<file path="config.mk">
export PLATFORM = sky130hd
export DESIGN_NAME = memory_responder
export DESIGN_NICKNAME = d
export VERILOG_FILES = /design/src/rtl/cpu_types_pkg.sv /design/src/rtl/memory_responder_timer.sv /design/src/rtl/memory_responder.sv
export SDC_FILE = /design/constraint.sdc
export NUM_CORES = 1
export LEC_CHECK = 0
export BUFFER_PORTS_ARGS = -buffer_cell sky130_fd_sc_hd__buf_2
export CORE_AREA = 2 2 104 106
export DETAILED_ROUTE_END_ITERATION = 8
export DIE_AREA = 0 0 106 108
export PLACE_DENSITY_LB_ADDON = 0.08
export SYNTH_ARGS = -nofsm -noshare
export SYNTH_HDL_FRONTEND = slang
export SYNTH_SLANG_ARGS = --single-unit
</file>
<file path="constraint.sdc">
create_clock -name CLK -period 5 [get_ports CLK]
set_clock_uncertainty 0.15 [all_clocks]
set_input_delay 0.5 -clock CLK [delete_from_list [all_inputs] [get_ports CLK]]
set_output_delay 0.5 -clock CLK [all_outputs]
set_load 0.01 [all_outputs]
</file>
<file path="src/rtl/cpu_types_pkg.sv">
// Shared CPU bus types: RAM handshake state and responder FSM states.
// Also holds the saturating-increment helpers used by the perf counters.
package cpu_types_pkg;

  typedef enum logic [1:0] {
    FREE   = 2'd0,
    BUSY   = 2'd1,
    ACCESS = 2'd2,
    ERROR  = 2'd3
  } ramstate_t;

  typedef enum logic [1:0] {
    IDLE = 2'd0,
    DACC = 2'd1,
    IACC = 2'd2
  } memresp_state_t;

  function automatic logic [31:0] sat_inc32(
    input logic [31:0] v
  );
    return (v == 32'hFFFF_FFFF) ? v : v + 32'd1;
  endfunction

  function automatic logic [15:0] sat_inc16(
    input logic [15:0] v
  );
    return (v == 16'hFFFF) ? v : v + 16'd1;
  endfunction

endpackage

</file>
<file path="src/rtl/memory_responder_timer.sv">
// access_timer: counts non-ACCESS cycles of one RAM access.
// expired is high while the count sits at TIMEOUT-1.
module access_timer
  import cpu_types_pkg::*;
#(
  parameter int TIMEOUT = 16
) (
  input  logic CLK,
  input  logic nRST,
  input  logic clear,
  input  logic enable,
  output logic expired
);

  localparam int W = $clog2(TIMEOUT) + 1;

  logic [W-1:0] r_cnt;

  assign expired = (r_cnt == W'(TIMEOUT - 1));

  // Wait counter; holds at the limit until the FSM leaves the access.
  always_ff @(posedge CLK or negedge nRST) begin
    if (!nRST)
      r_cnt <= '0;
    else if (clear)
      r_cnt <= '0;
    else if (enable && !expired)
      r_cnt <= r_cnt + 1'b1;
  end

endmodule

</file>
<file path="src/rtl/memory_responder.sv">
// memory_responder: serialises data/instruction requests onto one RAM port.
// Optional MEMORY_RESPONDER_PERF_EN adds hit/error counters (icount/dcount/ecount).
module memory_responder
  import cpu_types_pkg::*;
#(
  parameter int ADDR_W  = 32,
  parameter int DATA_W  = 32,
  parameter int TIMEOUT = 16
) (
  input  logic              CLK,
  input  logic              nRST,
  input  logic              iREN,
  input  logic [ADDR_W-1:0] iaddr,
  output logic [DATA_W-1:0] iload,
  output logic              ihit,
  input  logic              dREN,
  input  logic              dWEN,
  input  logic [ADDR_W-1:0] daddr,
  input  logic [DATA_W-1:0] dstore,
  output logic [DATA_W-1:0] dload,
  output logic              dhit,
  output logic              ramREN,
  output logic              ramWEN,
  output logic [ADDR_W-1:0] ramaddr,
  output logic [DATA_W-1:0] ramstore,
  input  logic [DATA_W-1:0] ramload,
  input  ramstate_t         ramstate,
  output logic              merr
`ifdef MEMORY_RESPONDER_PERF_EN
  ,
  output logic [31:0]       icount,
  output logic [31:0]       dcount,
  output logic [15:0]       ecount
`endif
);

  memresp_state_t r_state;
  memresp_state_t w_next;
  logic           w_expired;
  logic           w_clear;
  logic           w_enable;

  assign w_clear  = (r_state == IDLE);
  assign w_enable = (ramstate != ACCESS);

  access_timer #(
    .TIMEOUT(TIMEOUT)
  ) u_timer (
    .CLK    (CLK),
    .nRST   (nRST),
    .clear  (w_clear),
    .enable (w_enable),
    .expired(w_expired)
  );

  // State register; every access returns to IDLE before the next.
  always_ff @(posedge CLK or negedge nRST) begin
    if (!nRST)
      r_state <= IDLE;
    else
      r_state <= w_next;
  end

  // Next state and all outputs; withdrawal beats completion and errors.
  always_comb begin
    w_next   = r_state;
    ramREN   = 1'b0;
    ramWEN   = 1'b0;
    ramaddr  = '0;
    ramstore = '0;
    ihit     = 1'b0;
    dhit     = 1'b0;
    iload    = '0;
    dload    = '0;
    merr     = 1'b0;
    unique case (r_state)
      IDLE: begin
        if (dREN || dWEN)
          w_next = DACC;
        else if (iREN)
          w_next = IACC;
      end
      DACC: begin
        ramaddr  = daddr;
        ramstore = dstore;
        ramWEN   = dWEN;
        ramREN   = dREN & ~dWEN;
        if (!(dREN || dWEN)) begin
          w_next = IDLE;
        end else if (ramstate == ACCESS) begin
          dhit   = 1'b1;
          dload  = ramload;
          w_next = IDLE;
        end else if (ramstate == ERROR || w_expired) begin
          merr   = 1'b1;
          w_next = IDLE;
        end
      end
      IACC: begin
        ramaddr = iaddr;
        ramREN  = iREN;
        if (!iREN) begin
          w_next = IDLE;
        end else if (ramstate == ACCESS) begin
          ihit   = 1'b1;
          iload  = ramload;
          w_next = IDLE;
        end else if (ramstate == ERROR || w_expired) begin
          merr   = 1'b1;
          w_next = IDLE;
        end
      end
      default: w_next = IDLE;
    endcase
  end

`ifdef MEMORY_RESPONDER_PERF_EN
  logic [31:0] r_icount;
  logic [31:0] r_dcount;
  logic [15:0] r_ecount;

  assign icount = r_icount;
  assign dcount = r_dcount;
  assign ecount = r_ecount;

  // Saturating event counters for hits and aborted accesses.
  always_ff @(posedge CLK or negedge nRST) begin
    if (!nRST) begin
      r_icount <= '0;
      r_dcount <= '0;
      r_ecount <= '0;
    end else begin
      if (ihit) r_icount <= sat_inc32(r_icount);
      if (dhit) r_dcount <= sat_inc32(r_dcount);
      if (merr) r_ecount <= sat_inc16(r_ecount);
    end
  end
`endif

endmodule

</file>
==> flow_summary.ini, run 1 <==
[status]
status = finished, final reports clean

[sta]
hold-worst-slack_ns = 0.395
final_hold_viol_count = 0
rsz0062_at_grt = no
setup_tns_ns = 0
setup_viol = 0
finalCriticalPeriod_ns = 2.84
slew-limit-headroom_pct = 34.1
timing.final.crit_share_pct = 56.9
max_clock_freq_mhz = 352
worstMarginPinSlew_ns = 0.987
final_max_slew_viol_count = 0

[hold_path]
worstHoldPathType = reg2reg

[cts]
post-cts-setup-buffers = 0
hold_buffers = 1
clkLatencyLatePin_ns = 0.22
cts_made_buffers = 3
cts_resized = 0
cts-root-buf = clkbuf_8
clock-sinks = 7
clkSlewWorstSetupHoldPaths_ns = 0.04
cts_tree = done
clk_path_buf_depth = 2
htree_levels = 1

[layout]
mostFrequentLayoutCells = buf_2, and2_1, nor2b_1, a22oi_1, dfrtp_1
layout_commonest_cell = buf_2
num-nets-final = 630
utilization_pct = 30.6
area_delta_synth_final_pct = 90.4
finalNonFillerCells = 624
drive_gt1_share_pct = 57.2
diodes = 0

[setup_path]
required_ns = 4.35
cp.arrival_ns = 2.19
cp_max_fo = 33
start_kind = register
crit_type = reg2out
cp-end-kind = primary output

[power]
p_clk_share_pct = 8.6
netSwitchingFraction_pct = 48.2
peakVddDrop_uv = 115
p_per_area_mw_per_mm2 = 284
leakage_nw = 1.90
power_switching_uw = 428
p_int_uw = 461
pwr-share-comb_pct = 81.6
pwr-share-seq_pct = 9.8

[floorplan]
core_area_mm2 = 0.0102
die_h_um = 108
fp.dieW_um = 106
io_pins = 268
die-area_mm2 = 0.0114
initial_core_util_pct = 16.1
rows = 37

[global_routing]
grt_pass1_wl_mm = 11.1
track_usage_pct = 12.1
grt_max_degree = 67
antenna_found_initial = 1
grt_overflow = 0
grt_pass1_vias = 2338

[routing]
firstDrtPassIters = 4
ant_nets = 0
drt-initial-drc-count = 134
totalWireLength_mm = 7.78
vias_per_cell = 4.16
vias = 2596
drc = 0
wire_per_inst_um = 12.5

[placed_design]
hpwl_mm = 6.53
dp.cells = 619
place_congestion = 0.772
io_buffers = 267

[flow_run]
drv_cap = 0

[logic_synthesis]
synthesis.area_mm2 = 0.00165
synthDistinctLibCells = 33
synth_cells = 235
postSynthAreaPerCell_um2 = 7.01
seq_area_frac_synth_pct = 10.6
syn_nets = 376
synth_warnings = 0
synth-seq-cells = 7
[path summary, 6_finish.rpt]
path	startpoint	endpoint	slack [ns]	depth (start not counted)
hold reg to reg	u_timer.r_cnt[3]$_DFFE_PN0P_	u_timer.r_cnt[3]$_DFFE_PN0P_	0.40	2
max in group asynchronous	nRST	r_state[1]$_DFFE_PN0P_	4.04	2
setup / recovery	r_state[1]$_DFFE_PN0P_	dload[26]	2.16	6
hold / removal	u_timer.r_cnt[3]$_DFFE_PN0P_	u_timer.r_cnt[3]$_DFFE_PN0P_	0.40	2
min in group asynchronous	nRST	u_timer.r_cnt[0]$_DFFE_PN0P_	0.49	2
setup reg to reg	u_timer.r_cnt[0]$_DFFE_PN0P_	u_timer.r_cnt[3]$_DFFE_PN0P_	3.05	5
[metal layers]
layer	vias up	routed length, um	track usage, %
met2	139	4470	26.6
met5	-	17	0
met4	2	104	2.73
met1	1151	2550	10.9
met3	10	637	2.71
li1	1294	-	-
[kinds of logic after synthesis]
logic type                 after synthesis  synth area share (%)
DFF                                      7                  10.6
and+or+nand+nor                        147                  56.0
adders and majority gates                6                  4.56
muxes                                    2                  1.29
buffers and inverters                   25                  6.38
AOI/OAI and AO/OA                       48                  21.1
[worst max-delay path, stage by stage (launching register included)]
cell	delay, ns
dfrtp_1	0.40
inv_1	0.11
ha_2	0.18
o21ai_1	0.10
nor2_2	0.76
and2_1	0.26
buf_2	0.14
[cells in the mapped netlist]
cell type	n	area, um2
mux2_2	1	11.3
buf_1	3	11.3
nor2b_4	1	13.8
and3_1	2	12.5
clkbuf_1	9	33.8
dfrtp_1	7	175
a2111oi_2	1	15.0
mux2i_1	1	10.0
o21ai_1	1	5.00
o31ai_1	1	7.51
a22oi_1	32	240
or4_1	1	7.51
inv_1	4	15.0
clkbuf_2	4	20.0
nor2b_1	33	206
or4b_1	1	10.0
nand2b_1	1	6.26
nor2_1	2	7.51
a311oi_1	1	8.76
nor2_2	2	12.5
buf_2	5	25.0
nand3_1	3	15.0
nand3b_1	1	7.51
and2_1	97	607
nand2_1	1	3.75
a22o_1	1	8.76
or3_1	1	6.26
ha_1	6	75.1
a32o_1	1	10.0
nand2_2	1	6.26
a21oi_1	4	20.0
o21ai_0	5	25.0
a21boi_0	1	7.51
[state kept, by name, indices dropped and copies added (netlist names)]
signal and cells:
u_timer.r_cnt 5, r_state 2
[power by group through the flow]
stage | combinational (mW) | sequential, mW | clock (mW)
after global routing | 0.805 | 0.0902 | 0.0847
after global placement | 0.741 | 0.0878 | 0
after detailed placement | 0.738 | 0.0875 | 0
after CTS | 0.740 | 0.0867 | 0.0792
after floorplan | 0.457 | 0.0840 | 0
final | 0.726 | 0.0868 | 0.0768
[area by class of cell]
type	instances	area, um2
multi-input cells	203	1370
repair buffers	270	1360
inverters	4	15.0
well taps	136	170
flip-flops and latches	7	175
fillers	1146	7100
clock buffers	4	45.0
[stage by stage]
step	cell area [um2]	setup slack (ns)	total power, mW
6_report	3140	2.16	0.889
5_1_grt	3140	1.95	0.980
4_1_cts	3140	2.11	0.906
3_5_place_dp	3080	2.24	0.825
3_3_place_gp	3080	2.29	0.829
2_1_floorplan	1650	2.95	0.541
Power figures use the tool's default switching activity.
==> inputs of run 2 (changes only) <==
==> constraint.sdc (replaced) <==
create_clock -name CLK -period 2.3 [get_ports CLK]
set_clock_uncertainty 0.15 [all_clocks]
set_input_delay 0.23 -clock CLK [delete_from_list [all_inputs] [get_ports CLK]]
set_output_delay 0.23 -clock CLK [all_outputs]
set_load 0.01 [all_outputs]
==> run 2 against run 1 <==
Clock power is 120% higher. Wire length is 1.9% higher. Sequential share of layout area shrank 0.092 points. Cell count grew 0.80%. Global-route usage grew 0.22 points. Sequential cell count unchanged. Via count decreased by 0.54%. Critical path depth grew 1. Register-to-register slack got worse by 2.7 ns. Largest cell class is now buffers.
==> flow_summary.ini, run 2 (same netlist as run 1, synthesis figures left out) <==
[status]
status = finished, final reports clean

[sta]
finalCriticalPeriod_ns = 2.19
hold-worst-slack_ns = 0.231
setup_tns_ns = 0
max_clock_freq_mhz = 457
final_hold_viol_count = 0
final_max_slew_viol_count = 0
worstMarginPinSlew_ns = 0.358
timing.final.crit_share_pct = 95.2
rsz0062_at_grt = no
setup_viol = 0
slew-limit-headroom_pct = 76.1

[setup_path]
reg2reg_slack_ns = 0.36
cp_max_fo = 7
crit_start = u_timer.r_cnt[0]$_DFFE_PN0P_
crit_type = reg2out
start_kind = register
cp-end-kind = primary output
cp.arrival_ns = 1.81
worstReg2RegStart = u_timer.r_cnt[0]$_DFFE_PN0P_
required_ns = 1.92

[layout]
layout_commonest_cell = buf_2
finalNonFillerCells = 629
utilization_pct = 31.2
largestRegisters = u_timer.r_cnt x5, r_state x2
drive_gt1_share_pct = 57.8
mostFrequentLayoutCells = buf_2, and2_1, nor2b_1, a22oi_1, dfrtp_1
diodes = 0
area_delta_synth_final_pct = 93.6
largest_register_ffs = 5
regMostFlops = u_timer.r_cnt
num-nets-final = 635

[power]
p_per_area_mw_per_mm2 = 626
p_int_mw = 1.05
power_switching_uw = 944
pwr-share-seq_pct = 9.5
p_clk_share_pct = 8.4
netSwitchingFraction_pct = 47.3
peakVddDrop_uv = 412
leakage_nw = 1.93
pwr-share-comb_pct = 82.1

[cts]
clkLatencyLatePin_ns = 0.22
cts_tree = done
htree_levels = 1
clkSlewWorstSetupHoldPaths_ns = 0.04
clock-sinks = 7
cts_made_buffers = 3
post-cts-setup-buffers = 0
clk_path_buf_depth = 2
cts-root-buf = clkbuf_8

[floorplan]
io_pins = 268
die_h_um = 108
core_area_mm2 = 0.0102
fp.dieW_um = 106
rows = 37
initial_core_util_pct = 16.1
die-area_mm2 = 0.0114

[routing]
ant_nets = 0
drc = 0
firstDrtPassIters = 4
totalWireLength_mm = 7.93
wire_per_inst_um = 12.6
vias_per_cell = 4.10
drt-initial-drc-count = 149
vias = 2582

[placed_design]
io_buffers = 267
dp.cells = 624
hpwl_mm = 6.78
place_congestion = 0.772

[global_routing]
grt_max_degree = 67
grt_overflow = 0
track_usage_pct = 12.3
antenna_found_initial = 0
grt_pass1_vias = 2348
grt_pass1_wl_mm = 11.3

[hold_path]
worstHoldPathType = in2async

[flow_run]
drv_cap = 0
[run 2: cell types whose count changed in the layout (fill, tap and decap cells not counted), sizes merged]
| cell | delta |
|---|---|
| buf | +5 |
[run 2: critical path, cell delays in order (launching register included)]
cell and delay [ns]:
dfrtp_1 0.39, ha_1 0.21, and3_1 0.18, ha_1 0.26
inv_1 0.15, o21ai_0 0.09, and3_1 0.16, buf_2 0.14
[run 2: power groups by stage]
stage / sequential (mW) / combinational (mW) / clock, mW
5_1_grt: 0.196 / 1.81 / 0.184
3_3_place_gp: 0.191 / 1.67 / 0
3_5_place_dp: 0.191 / 1.66 / 0
6_report: 0.190 / 1.64 / 0.167
4_1_cts: 0.189 / 1.67 / 0.173
2_1_floorplan: 0.183 / 0.993 / 0
[run 2: metal layers]
metal	global-route usage [%]	part of all wire, %	vias to the layer above	routed length, um
li1	-	-	1303	-
met2	25.9	57	141	4490
met4	4.04	1.9	0	150
met5	0	0	-	0
met1	11.7	34	1126	2680
met3	2.47	7.6	12	600
[run 2: area by class of cell]
cell class,count,area (um2)
Fill cell,1137,7040
Timing Repair Buffer,275,1410
Multi-Input combinational cell,203,1370
Sequential cell,7,175
Tap cell,136,170
Clock buffer,4,45.0
Inverter,4,15.0
[run 2: metrics by stage]
| stage | worst slack, ns | cell area (um2) | power (mW) |
|---|---|---|---|
| CTS | 0.0852 | 3190 | 2.03 |
| finish | 0.110 | 3190 | 2.00 |
| global route | 0.0185 | 3190 | 2.19 |
| global placement | 0.347 | 3130 | 1.86 |
| detailed placement | 0.333 | 3130 | 1.85 |
| floorplan | 0.459 | 1650 | 1.18 |
[run 2: timing repair]
item / 4_1_cts / 5_1_grt
gates resized for setup: 0 / 1
endpoints found under the hold margin: 7 / 0
hold buffers: 1 / 0
endpoints found under the setup margin: 0 / 24
[run 2: worst paths after layout]
| path | end | cells past startpoint |
|---|---|---|
| worst min register to register | u_timer.r_cnt[3]$_DFFE_PN0P_ | 2 |
| max in group asynchronous | r_state[1]$_DFFE_PN0P_ | 2 |
| min in group CLK | u_timer.r_cnt[0]$_DFFE_PN0P_ | 4 |
| worst min-delay path | u_timer.r_cnt[1]$_DFFE_PN0P_ | 2 |
| worst max-delay path | merr | 7 |
| worst max register to register | u_timer.r_cnt[3]$_DFFE_PN0P_ | 5 |
==> inputs of run 3 (changes only) <==
--- a/config.mk
+++ b/config.mk
@@ -7,6 +7,8 @@
 export LEC_CHECK = 0
 export BUFFER_PORTS_ARGS = -buffer_cell sky130_fd_sc_hd__buf_2
 export CORE_AREA = 2 2 104 106
+export CTS_BUF_LIST = sky130_fd_sc_hd__clkbuf_2
+export CTS_CLUSTER_DIAMETER = 120
 export DETAILED_ROUTE_END_ITERATION = 8
 export DIE_AREA = 0 0 106 108
 export PLACE_DENSITY_LB_ADDON = 0.08
==> run 3 against run 2 <==
Wire length is essentially flat. Via count shrank 0.19%. Cell area shrank 0.35%. Count of clock-buffer cells in the layout is the same. Sequential power is essentially flat. Global-route usage is essentially flat. Maximum frequency grew 2.8%. Non-clock buffer count grew 1. First-iteration DRC count shrank 15%.
==> flow_summary.ini, run 3 (same netlist as run 1, synthesis figures left out) <==
[status]
status = finished, final reports clean

[routing]
drt-initial-drc-count = 127
wire_per_inst_um = 12.6
vias = 2577
totalWireLength_mm = 7.93
ant_nets = 0
firstDrtPassIters = 4
drc = 0
vias_per_cell = 4.09

[placed_design]
hpwl_mm = 6.78
io_buffers = 267
place_congestion = 0.772

[power]
leakage_nw = 1.93
p_per_area_mw_per_mm2 = 607
peakVddDrop_uv = 400
fin_total_pwr_mw = 1.93

[cts]
cts-root-buf = clkbuf_2
cts_tree = done
htree_levels = 1
clk_path_buf_depth = 2
cts_made_buffers = 3
clkLatencyLatePin_ns = 0.22
clock-sinks = 7
clkSlewWorstSetupHoldPaths_ns = 0.07

[layout]
num-nets-final = 636
area_delta_synth_final_pct = 92.9
fill_cells = 1137
layout_commonest_cell = buf_2
largestRegisters = u_timer.r_cnt x5, r_state x2
diodes = 0
largest_register_ffs = 5
drive_gt1_share_pct = 58.3
regMostFlops = u_timer.r_cnt
mostFrequentLayoutCells = buf_2, and2_1, nor2b_1, a22oi_1, dfrtp_1
utilization_pct = 31.1

[sta]
timing.final.crit_share_pct = 92.7
worstMarginPinSlew_ns = 0.358
hold-worst-slack_ns = 0.224
slew-limit-headroom_pct = 76.1
max_clock_freq_mhz = 469
rsz0062_at_grt = no
setup_viol = 0
finalCriticalPeriod_ns = 2.13
final_max_slew_viol_count = 0
final_hold_viol_count = 0
setup_tns_ns = 0

[floorplan]
fp.dieW_um = 106
die_h_um = 108
die-area_mm2 = 0.0114
rows = 37
initial_core_util_pct = 16.1
io_pins = 268
core_area_mm2 = 0.0102

[setup_path]
cp.arrival_ns = 1.75
cp-end-kind = primary output
start_kind = register
cp_max_fo = 7
slowest_delay_ns = 0.40
required_ns = 1.92
cp_slowest_cell = dfrtp_1
path_cells = ha_1, and3_1, ha_2, inv_1, o21ai_0, and3_1, buf_2
crit_top_cell = and3_1
crit_type = reg2out

[global_routing]
grt_max_degree = 67
grt_pass1_wl_mm = 11.3
antenna_found_initial = 0
track_usage_pct = 12.3
grt_pass1_vias = 2346
grt_overflow = 0

[hold_path]
worstHoldPathType = in2async

[flow_run]
drv_cap = 0
## run 3: changes by cell type in the layout (fill, tap and decap cells not counted)
cell / change
buf_6: +1
clkbuf_1: -1
clkbuf_2: +4
clkbuf_8: -3
ha_1: -1
ha_2: +1
## run 3: cell type report
class	instances	area, um2	share of cell area [%]
Timing Repair Buffer	276	1420	44.8
Inverter	4	15.0	0.473
Clock buffer	4	20.0	0.630
Tap cell	136	170	5.36
Multi-Input combinational cell	203	1370	43.2
Sequential cell	7	175	5.51
## run 3: worst paths after layout
kind	start	to	depth (start not counted)	slack, ns
hold reg to reg	u_timer.r_cnt[3]$_DFFE_PN0P_	u_timer.r_cnt[3]$_DFFE_PN0P_	2	0.40
min in group CLK	ramstate[0]	u_timer.r_cnt[0]$_DFFE_PN0P_	4	0.27
max in group asynchronous	nRST	r_state[1]$_DFFE_PN0P_	2	1.61
setup reg to reg	u_timer.r_cnt[0]$_DFFE_PN0P_	u_timer.r_cnt[3]$_DFFE_PN0P_	5	0.42
hold / removal	nRST	u_timer.r_cnt[1]$_DFFE_PN0P_	2	0.22
setup / recovery	u_timer.r_cnt[0]$_DFFE_PN0P_	merr	7	0.17
## run 3: worst max-delay path: cells and delay by family (launching register included)
kind	cells	cell delay, ns
compound gates	1	0.09
simple gates	2	0.34
fa+ha+maj	2	0.42
buf+inv	2	0.27
flops	1	0.40
## run 3: per-stage QoR
step,setup slack [ns],cells,cell area [um2]
3_3_place_gp,0.347,624,3130
2_1_floorplan,0.459,235,1650
4_1_cts,0.0622,629,3160
6_report,0.169,630,3180
3_5_place_dp,0.333,624,3130
5_1_grt,0.0295,630,3180
## run 3: power breakdown
group | leakage, nW | switching (mW) | total (mW) | internal, mW
combinational | 1.82 | 0.868 | 1.65 | 0.786
sequential | 0.0932 | 0.0319 | 0.189 | 0.157
clock | 0.0166 | 0.0414 | 0.0876 | 0.0462
total | 1.93 | 0.941 | 1.93 | 0.989
## run 3: what timing repair did
item                                    CTS  global route
buffers inserted                          0             1
endpoints found under the setup margin    0            28
hold buffers                              1             0
resized for setup                         0             3
hold endpoints to repair                  7             0
## run 3: metal layers
layer | GRT usage (%) | vias to the layer above | part of all wire (%)
met2 | 25.9 | 139 | 57
met4 | 4.04 | 0 | 2.0
met3 | 2.47 | 12 | 7.5
met5 | 0 | - | 0
li1 | - | 1305 | -
met1 | 11.7 | 1121 | 34
